===== src/rtl/cdb_pkg.sv =====
// Shared types and constants for the common-data-bus arbiter and its neighbours
// in the Tomasulo datapath.
package cdb_pkg;

    localparam int DATA_W      = 32;
    localparam int TAG_W       = 6;
    localparam int N_UNITS_MAX = 8;

    typedef struct packed {
        logic              valid;
        logic [TAG_W-1:0]  source;
        logic [DATA_W-1:0] data;
    } cdb_packet_t;

    // Opcode encoding shared with the adder so both sides decode identically
    typedef enum logic [2:0] {
        ALU_ADD = 3'b000,
        ALU_SUB = 3'b001,
        ALU_OR  = 3'b100,
        ALU_AND = 3'b101,
        ALU_NOT = 3'b110,
        ALU_XOR = 3'b111
    } alu_op_e;

endpackage


===== src/rtl/cdb_arbiter_if.sv =====
// Bundle of functional-unit request/result signals and the broadcast CDB packet.
// Statistics outputs exist only when CDB_STATS_EN is defined.
interface cdb_arbiter_if #(
    parameter int N_UNITS = 4,
    parameter int DATA_W  = 32,
    parameter int TAG_W   = 6
);
    logic [N_UNITS-1:0]        unit_rts;
    logic [N_UNITS*DATA_W-1:0] unit_data;
    logic [N_UNITS*TAG_W-1:0]  unit_source;
    logic [N_UNITS-1:0]        unit_write;
    logic [N_UNITS-1:0]        unit_xmit;
    logic                      cdb_valid;
    logic [DATA_W-1:0]         cdb_data;
    logic [TAG_W-1:0]          cdb_source;
    logic                      cdb_error;
`ifdef CDB_STATS_EN
    logic [N_UNITS*16-1:0]     grant_count;
    logic [15:0]               conflict_cycles;
`endif

    modport master (
        input  unit_rts, unit_data, unit_source, unit_write,
        output unit_xmit, cdb_valid, cdb_data, cdb_source, cdb_error
`ifdef CDB_STATS_EN
        , output grant_count, conflict_cycles
`endif
    );

    modport slave (
        output unit_rts, unit_data, unit_source, unit_write,
        input  unit_xmit, cdb_valid, cdb_data, cdb_source, cdb_error
`ifdef CDB_STATS_EN
        , input grant_count, conflict_cycles
`endif
    );

endinterface


===== src/rtl/cdb_arbiter_rr_picker.sv =====
// Combinational round-robin picker: first set request at or above ptr, wrapping
// modulo N_UNITS.
module rr_picker #(
    parameter int N_UNITS = 4,
    parameter int PTR_W   = 2
) (
    input  logic [N_UNITS-1:0] req,
    input  logic [PTR_W-1:0]   ptr,
    output logic [N_UNITS-1:0] grant_onehot,
    output logic [PTR_W-1:0]   grant_idx,
    output logic               any
);

    // Scan from the farthest offset down so the closest request to ptr wins last
    always_comb begin
        int j;
        grant_idx    = '0;
        grant_onehot = '0;
        any          = |req;
        j            = 0;
        for (int k = N_UNITS - 1; k >= 0; k--) begin
            j = int'(ptr) + k;
            if (j >= N_UNITS) begin
                j = j - N_UNITS;
            end
            if (req[j]) begin
                grant_idx = PTR_W'(j);
            end
        end
        if (any) begin
            grant_onehot[grant_idx] = 1'b1;
        end
    end

endmodule


===== src/rtl/cdb_arbiter.sv =====
// Round-robin CDB arbiter: one grant per cycle, registered broadcast of the
// granted unit's result. Define CDB_STATS_EN to add grant/conflict counters.
module cdb_arbiter #(
    parameter int N_UNITS = 4,
    parameter int DATA_W  = 32,
    parameter int TAG_W   = 6
) (
    input logic           clock,
    input logic           reset,
    cdb_arbiter_if.master bus
);
    import cdb_pkg::*;

    localparam int PTR_W = $clog2(N_UNITS);

    logic [N_UNITS-1:0] last_grant_q, last_grant_d;
    logic [N_UNITS-1:0] xmit_q, xmit_d;
    logic [PTR_W-1:0]   rr_ptr_q, rr_ptr_d;
    logic [PTR_W-1:0]   win_idx_q, win_idx_d;
    logic               valid_q, valid_d;
    logic [DATA_W-1:0]  data_q, data_d;
    logic [TAG_W-1:0]   source_q, source_d;
    logic               error_q, error_d;

    logic [N_UNITS-1:0] eligible;
    logic [N_UNITS-1:0] pick_onehot;
    logic [PTR_W-1:0]   pick_idx;
    logic               pick_any;

    // A unit granted last cycle still shows its stale rts, so mask it out
    assign eligible = bus.unit_rts & ~last_grant_q;

    rr_picker #(
        .N_UNITS (N_UNITS),
        .PTR_W   (PTR_W)
    ) u_picker (
        .req          (eligible),
        .ptr          (rr_ptr_q),
        .grant_onehot (pick_onehot),
        .grant_idx    (pick_idx),
        .any          (pick_any)
    );

    always_comb begin
        xmit_d       = '0;
        last_grant_d = '0;
        rr_ptr_d     = rr_ptr_q;
        win_idx_d    = win_idx_q;
        if (pick_any) begin
            xmit_d       = pick_onehot;
            last_grant_d = pick_onehot;
            win_idx_d    = pick_idx;
            if (int'(pick_idx) == N_UNITS - 1) begin
                rr_ptr_d = '0;
            end else begin
                rr_ptr_d = pick_idx + 1'b1;
            end
        end
    end

    // Capture the unit granted in the cycle that is ending; a missing write is a protocol error
    always_comb begin
        valid_d  = 1'b0;
        data_d   = data_q;
        source_d = source_q;
        error_d  = error_q;
        if (|xmit_q) begin
            if (bus.unit_write[win_idx_q]) begin
                valid_d  = 1'b1;
                data_d   = bus.unit_data[int'(win_idx_q)*DATA_W +: DATA_W];
                source_d = bus.unit_source[int'(win_idx_q)*TAG_W +: TAG_W];
            end else begin
                error_d = 1'b1;
            end
        end
    end

    always_ff @(posedge clock or posedge reset) begin
        if (reset) begin
            last_grant_q <= '0;
            xmit_q       <= '0;
            rr_ptr_q     <= '0;
            win_idx_q    <= '0;
            valid_q      <= 1'b0;
            data_q       <= '0;
            source_q     <= '0;
            error_q      <= 1'b0;
        end else begin
            last_grant_q <= last_grant_d;
            xmit_q       <= xmit_d;
            rr_ptr_q     <= rr_ptr_d;
            win_idx_q    <= win_idx_d;
            valid_q      <= valid_d;
            data_q       <= data_d;
            source_q     <= source_d;
            error_q      <= error_d;
        end
    end

    assign bus.unit_xmit  = xmit_q;
    assign bus.cdb_valid  = valid_q;
    assign bus.cdb_data   = data_q;
    assign bus.cdb_source = source_q;
    assign bus.cdb_error  = error_q;

`ifdef CDB_STATS_EN
    logic [N_UNITS-1:0][15:0] grant_count_q, grant_count_d;
    logic [15:0]              conflict_q, conflict_d;

    always_comb begin
        grant_count_d = grant_count_q;
        conflict_d    = conflict_q;
        for (int i = 0; i < N_UNITS; i++) begin
            if (pick_onehot[i] && grant_count_q[i] != 16'hFFFF) begin
                grant_count_d[i] = grant_count_q[i] + 16'd1;
            end
        end
        if ($countones(eligible) >= 2 && conflict_q != 16'hFFFF) begin
            conflict_d = conflict_q + 16'd1;
        end
    end

    always_ff @(posedge clock or posedge reset) begin
        if (reset) begin
            grant_count_q <= '0;
            conflict_q    <= '0;
        end else begin
            grant_count_q <= grant_count_d;
            conflict_q    <= conflict_d;
        end
    end

    assign bus.grant_count     = grant_count_q;
    assign bus.conflict_cycles = conflict_q;
`endif

endmodule


===== src/flat_wrapper.sv =====
// flat-port wrapper written by rule: the top's interface ports become plain ports
module cdb_arbiter_flat import cdb_pkg::*;
#(
    parameter int N_UNITS = 4,
    parameter int DATA_W  = 32,
    parameter int TAG_W   = 6
)
  (clock, reset, bus_unit_rts, bus_unit_data, bus_unit_source, bus_unit_write, bus_unit_xmit, bus_cdb_valid, bus_cdb_data, bus_cdb_source, bus_cdb_error);
  cdb_arbiter_if #(.N_UNITS(N_UNITS), .DATA_W(DATA_W), .TAG_W(TAG_W)) bus_i ();
  input logic clock;
  input logic reset;
  input wire logic [$bits(bus_i.unit_rts)-1:0] bus_unit_rts;
  input wire logic [$bits(bus_i.unit_data)-1:0] bus_unit_data;
  input wire logic [$bits(bus_i.unit_source)-1:0] bus_unit_source;
  input wire logic [$bits(bus_i.unit_write)-1:0] bus_unit_write;
  output wire logic [$bits(bus_i.unit_xmit)-1:0] bus_unit_xmit;
  output wire logic [$bits(bus_i.cdb_valid)-1:0] bus_cdb_valid;
  output wire logic [$bits(bus_i.cdb_data)-1:0] bus_cdb_data;
  output wire logic [$bits(bus_i.cdb_source)-1:0] bus_cdb_source;
  output wire logic [$bits(bus_i.cdb_error)-1:0] bus_cdb_error;
  assign bus_i.unit_rts = bus_unit_rts;
  assign bus_i.unit_data = bus_unit_data;
  assign bus_i.unit_source = bus_unit_source;
  assign bus_i.unit_write = bus_unit_write;
  assign bus_unit_xmit = bus_i.unit_xmit;
  assign bus_cdb_valid = bus_i.cdb_valid;
  assign bus_cdb_data = bus_i.cdb_data;
  assign bus_cdb_source = bus_i.cdb_source;
  assign bus_cdb_error = bus_i.cdb_error;
  cdb_arbiter #(.N_UNITS(N_UNITS), .DATA_W(DATA_W), .TAG_W(TAG_W)) u_core (.clock(clock), .reset(reset), .bus(bus_i));
endmodule

===== config.mk =====
export PLATFORM = sky130hd
export DESIGN_NAME = cdb_arbiter_flat
export DESIGN_NICKNAME = d
export VERILOG_FILES = /design/src/rtl/cdb_pkg.sv /design/src/rtl/cdb_arbiter_if.sv /design/src/rtl/cdb_arbiter_rr_picker.sv /design/src/rtl/cdb_arbiter.sv /design/src/flat_wrapper.sv
export SDC_FILE = /design/constraint.sdc
export NUM_CORES = 1
export LEC_CHECK = 0
export ABC_AREA = 1
export CAP_MARGIN = 20
export CORE_MARGIN = 5
export CORE_UTILIZATION = 37
export DETAILED_ROUTE_END_ITERATION = 12
export GPL_TIMING_DRIVEN = 1
export MAX_ROUTING_LAYER = met4
export PLACE_DENSITY = 0.78
export SYNTH_ARGS = -nofsm -noshare
export SYNTH_HDL_FRONTEND = slang
export SYNTH_HIERARCHICAL = 1
export SYNTH_SLANG_ARGS = --single-unit

===== constraint.sdc =====
create_clock -name clock -period 1.6 [get_ports clock]
set_input_delay 0.32 -clock clock [delete_from_list [all_inputs] [get_ports clock]]
set_output_delay 0.32 -clock clock [all_outputs]
set_load 0.02 [all_outputs]

---- Yosys cells after proc, flatten, opt, wreduce, memory -nomap -nowiden ----
Cells that the tools add are included.
word-level totals
  flip-flop bits (word level) ............. 48
  bits of input ports ..................... 162
  output and inout bits ................... 44
  word-level logic and storage cells ...... 66
cells by class
  add/sub/neg operators ................... 8
  multiply operators ...................... 1
  $lt $le $gt $ge ......................... 11
  equal/unequal tests ..................... 1
  shifts and indexed selects .............. 2
  muxes and demuxes ....................... 28
  bitwise logic cells ..................... 3
  reductions and logical operators ........ 5
operators by type and width
  operator                                                                count
  32-bit by 4-bit < comparator with 1-bit output (second input constant)  4
  32-bit two-way mux                                                      4
  128-bit by 8-bit variable part select with 32-bit output                1
  24-bit by 32-bit variable part select with 6-bit output                 1
  1-bit two-way mux                                                       12
  3-bit by 3-bit subtractor with 4-bit output (second input constant)     3
  1-bit binary-select mux with 2-bit select                               5
  2-bit two-way mux                                                       5
  3-bit >= comparator (second input constant)                             3
  4-bit OR reduction                                                      2
  2-bit by 2-bit adder with 3-bit output (second input constant)          2
  2-bit by 3-bit < comparator with 1-bit output (second input constant)   2
  4-bit bitwise AND                                                       1
  2-bit by 2-bit multiplier with 4-bit output (second input constant)     1
  4-bit two-way mux                                                       1
  4-bit NOT                                                               1
  2-bit AND reduction                                                     2
  2-bit by 3-bit subtractor with 4-bit output (second input constant)     1
  2-bit by 1-bit adder with 3-bit output (second input constant)          1
  2-bit by 3-bit >= comparator with 1-bit output (second input constant)  1
  2-bit by 1-bit adder with 2-bit output (second input constant)          1
  1-bit demux with 2-bit select                                           1
  2-bit by 1-bit == test with 1-bit output (second input constant)        1
  2-bit by 1-bit >= comparator with 1-bit output (second input constant)  1
  other kinds (2)                                                         2

---- Logic depth before layout (Yosys ltp) ----
  depth in word-level cells ............... 15
  mapped depth ............................ 15
  mapped depth without buffers ............ 15

---- Cells and area by module ----
The synthesis kept the hierarchy.
modules (own cells, without submodules)
  module       instances  cells an instance  area each (µm²)
  cdb_arbiter  1          666                3764.9
  rr_picker    1          55                 266.5

---- Worst setup path before layout ----
Ideal clock, no wire load.
  kind .................................... register -> register
  from .................................... register u_core/bus.unit_xmit[3] (netlist name)
  to ...................................... register u_core.rr_ptr_q[1]
  library setup time ...................... 117 ps
  arrival ................................. 1540 ps
  required time ........................... 1483 ps
  path slack .............................. -56 ps
  stages on the path, launching flop included .. 12
  period minus slack after synthesis ...... 1656 ps
  path through ............................ dfrtp_1 > nor2_1 > inv_1 > o21ai_1 > nand2_2 > nand3_2 > nand2_1 > nand2_2 > nand2_2 > ha_1 > nand2_1 > nand2_1
RTL lines
  element               RTL line           source
  to (signal assigned)  cdb_arbiter.sv:91  rr_ptr_q <= rr_ptr_d;
  to (decl)             cdb_arbiter.sv:18  logic [PTR_W-1:0] rr_ptr_q, rr_ptr_d;

---- Worst setup path in the final report ----
  from .................................... register u_core.rr_ptr_q[0]
  to ...................................... register u_core.rr_ptr_q[1]
on the way
  longest elaborated chain between the ends .. 12
  elaborated cells between the ends (all ways) .. 34
  those cells by class .................... add/sub (8); order compare (4); eq/ne (1); mux (21)
ends and longest elaborated chain
  element                                                                                             RTL line                                                  source
  2-bit by 2-bit adder with 3-bit output                                                              cdb_arbiter_rr_picker.sv:22                               j = int'(ptr) + k;
  3-bit by 3-bit subtractor with 4-bit output or 3-bit >= comparator (tied branches)                  cdb_arbiter_rr_picker.sv:24, cdb_arbiter_rr_picker.sv:23
  32-bit two-way mux                                                                                  cdb_arbiter_rr_picker.sv:23                               if (j >= N_UNITS) begin
  1-bit binary-select mux with 2-bit select                                                           cdb_arbiter_rr_picker.sv:26                               if (req[j]) begin
  1-bit two-way mux (implied by the code) (2 in a row)                                                cdb_arbiter_rr_picker.sv:26
  2-bit two-way mux (3 in a row)                                                                      cdb_arbiter_rr_picker.sv:26
  2-bit two-way mux (*)                                                                               cdb_arbiter_rr_picker.sv:26
  net u_core.pick_idx[1]                                                                              cdb_arbiter.sv:27                                         logic [PTR_W-1:0] pick_idx;
  2-bit by 1-bit adder with 2-bit output or 2-bit by 1-bit == test with 1-bit output (tied branches)  cdb_arbiter.sv:56, cdb_arbiter.sv:53
  2-bit two-way mux (*)                                                                               cdb_arbiter.sv:53                                         if (int'(pick_idx) == N_UNITS - 1) begin
The timed path passes the listed nets; every way through them passes the cells marked *. The select of a mux whose other input is x is not followed.
A chain may end at the register's enable or synchronous reset.

==> flow_summary.toml <==
[setup_path]
worst_r2r_startpoint = "u_core/rr_ptr_q[0]"
cp.arrival_ns = 1.84
timing.critical_path.max_delay_family = "simple AND/OR/NAND/NOR gates"
timing.critical_path.mode_cell = "sky130_fd_sc_hd__nand2_2"
beginning_of_the_critical_path = "u_core/rr_ptr_q[0]"
critical_path.startpoint_type = "flop"
timing.critical_path.fanout_max = 6
crit_chain = "buf_12, inv_8, nand2_2, nand3_2, inv_1, nor2_2, nand2_2, nand2_2, nand2_2, nand2_4, ha_4, nand2_2, nand2_1"
critPathBufInv = 3
worstSetupEndpointType = "flop"
required_ns = 1.80
max_stage_delay_ns = 0.44
rrSetupSlack_ns = -0.04
slowest_stage = "sky130_fd_sc_hd__dfrtp_2"
path_class = "flop to flop"

[routing]
average_wire_length_per_cell_after_detail_routing_um = 12.8
totalWireLength_um = 13800
dr_total_vias = 4852
antenna_left = 0
detail_route.drc_violations = 0
drt-pass1-iter-count = 4
avgViaCountPerCell = 4.52
drtIter0Drc = 242

[clock_tree]
tritoncts = "yes"
skew_pair_late_insertion_delay_ns = 0.30
clkSlewWorstSetupHoldPaths_ns = 0.09
cts_htree_levels = 2
cts_num_sinks = 48
cts_hold_buf = 0
clock-root-buffer = "sky130_fd_sc_hd__clkbuf_8"
bufs_on_longest_clock_path = 2
cts_inserted_buffers = 5

[logic_synthesis]
synthArstFlopShare_pct = 100
yosysSeqAreaShare_pct = 29.8
post_synth_xor_area_fraction_pct = 0
synth_fp_nets = 884
synth_simple_gate_area_share_pct = 46.9
post_synthesis_mux_area_share_pct = 0
synth_compound_gate_area_share_pct = 0.869
yosys_most_used_dff = "sky130_fd_sc_hd__dfrtp_1"
combinational_family_with_the_most_area_after_synthesis = "simple AND/OR/NAND/NOR gates"
synth-adder-area-share_pct = 0.310
syn_inst = 721
synthesis.area_per_instance_sq_um = 5.59
synth.distinct_cells = 22
yosys_register_bits = 48
syn_area_sq_um = 4030
count_of_synthesis_stage_warnings_from_yosys = 6
synth-edff-count = 0

[floorplanning]
die_width_um = 114
core-area_sq_um = 10700
io-pin-count = 206
core.rowCount = 38
fp.dieArea_sq_um = 13100
starting_density_of_the_core_pct = 37.5
die-height_um = 114

[layout]
final_cell_area_sq_um = 6640
antenna_cells = 0
share_of_cells_above_drive_strength_1_pct = 10.6
final_nets = 1096
syn2layout_area_growth_pct = 64.6

[timing]
timing.final.crit_share_pct = 103
whs_ns = 0.276
largest_clock_skew_in_the_final_design_ns = 0.00641
layout_setup_ws_ns = -0.0414
max_slew_violation_total_from_the_final_report = 0
rsz0062_at_grt = "true"
setup_viol = 2
clock.fmax_ghz = 0.609
relative_slew_slack_pct = 76.2
timing_worst_slew_pin_value_ns = 0.357
min_period_ns = 1.64
final-hold-violation-count = 0

[global_route]
grt-ovfl-total = 0
grt.met2_usage_pct = 35.6
globalRouteTotalUtil_pct = 21.1
met1_usage_pct = 26.3
first_global_vias = 4478
grt_first_pass_wirelength_um = 21800
global_route.peak_usage_layer = "met2"
maximum_number_of_pins_on_one_net_before_global_route_repair = 59
grt_antenna_before_repair = 0
grtUsageMet3_pct = 4.18

[place]
postPlaceCellArea_sq_um = 6370
portBuffers = 205
routabilityCongestion = 0.847
dp.final_hpwl_um = 10400

[pwr]
vdd_drop_max_v = 0.000991
cellPowerDensity_nw_per_um2 = 1650
design_power_total_mw = 11.0
cellLeakagePower_nw = 4.03

[run_status]
violations = "negative setup slack"
outcome = "complete, but fails checks"

[job]
cap_violations = 0

[worst_hold_path]
holdCritPathClass = "primary input to async pin"
==> report_power, final <==
group	leakage (nW)	internal, mW	switching, mW
Sequential	0.595	1.79	0.336
Combinational	3.38	3.23	4.75
Clock	0.0541	0.463	0.414
Total	4.03	5.48	5.50
==> path summary, 6_finish.rpt <==
| path | endpoint | cells past startpoint |
|---|---|---|
| max in group asynchronous | u_core/win_idx_q[0] | 3 |
| hold / removal | u_core/bus.cdb_data[30] | 2 |
| setup / recovery | u_core/rr_ptr_q[1] | 13 |
| min in group clock | u_core/bus.cdb_error | 1 |
| hold reg to reg | u_core/bus.cdb_error | 1 |
| setup reg to reg | u_core/rr_ptr_q[1] | 13 |
==> synthesized netlist by cell type (3+ instances only) <==
| library cell | count | share of area, % |
|---|---|---|
| sky130_fd_sc_hd__dfrtp_1 | 48 | 30 |
| sky130_fd_sc_hd__nand2_1 | 307 | 29 |
| sky130_fd_sc_hd__buf_2 | 21 | 2.6 |
| sky130_fd_sc_hd__buf_4 | 4 | 0.74 |
| sky130_fd_sc_hd__buf_6 | 5 | 1.4 |
| sky130_fd_sc_hd__inv_1 | 171 | 16 |
| sky130_fd_sc_hd__inv_2 | 3 | 0.28 |
| sky130_fd_sc_hd__nand3_2 | 3 | 0.74 |
| sky130_fd_sc_hd__nor2_1 | 9 | 0.84 |
| sky130_fd_sc_hd__nand2_2 | 6 | 0.93 |
| sky130_fd_sc_hd__buf_1 | 4 | 0.37 |
| sky130_fd_sc_hd__nand3_1 | 124 | 15 |
| sky130_fd_sc_hd__clkbuf_1 | 5 | 0.47 |
==> area by class of cell <==
| class | count | area [sq um] |
|---|---|---|
| Multi-Input combinational cell | 458 | 2060 |
| Fill cell | 1047 | 4110 |
| Sequential cell | 48 | 1210 |
| Inverter | 176 | 671 |
| Tap cell | 140 | 175 |
| Clock buffer | 5 | 68.8 |
| Clock inverter | 3 | 42.5 |
| Timing Repair Buffer | 244 | 2410 |
==> what timing repair did <==
item,CTS,global route
cloned,0,0
gates resized for setup,52,32
pin swaps,19,21
endpoints found under the setup margin,43,36
setup buffers,8,0
==> stage by stage <==
stage	util (%)	std cells	worst slack, ns	TNS (ns)
floorplan	-	721	0.0182	0
global placement	59.3	1058	-0.408	-2.78
detailed placement	59.3	1058	-0.447	-3.15
CTS	60.9	1074	0.000282	0
global route	61.7	1074	-0.188	-0.906
finish	61.7	1074	-0.0414	-0.0729
==> state kept, by name (all words and copies together), names as in the netlist <==
name and cells:
u_core/win_idx_q 2, u_core/bus.cdb_source 6, u_core/bus.cdb_data 32, u_core/bus.cdb_valid 1
u_core/rr_ptr_q 2, u_core/bus.cdb_error 1, u_core/bus.unit_xmit 4
==> cells in the final DEF (no fill, tap or decap), drive strengths merged, types with 3 or more instances in the layout <==
cell	synthesis	routed
dlygate4sd2	0	38
nand2	314	314
nor2	9	9
inv	176	176
dlymetal6s2s	0	10
clkdlybuf4s50	0	157
buf	34	39
clkbuf	5	5
dfrtp	48	48
o21ai	3	3
nand3	127	127
==> cell families after synthesis <==
group / after synthesis
buf+inv: 215
simple gates: 451
compound gates: 6
fa+ha+maj: 1
flops: 48
==> routing by layer <==
metal	share of wire [%]	up-vias
li1	-	2520
met1	43	2167
met2	48	153
met3	7.9	12
met4	1.4	0
met5	0	-
Note: power is estimated with default switching activity, not from simulation.
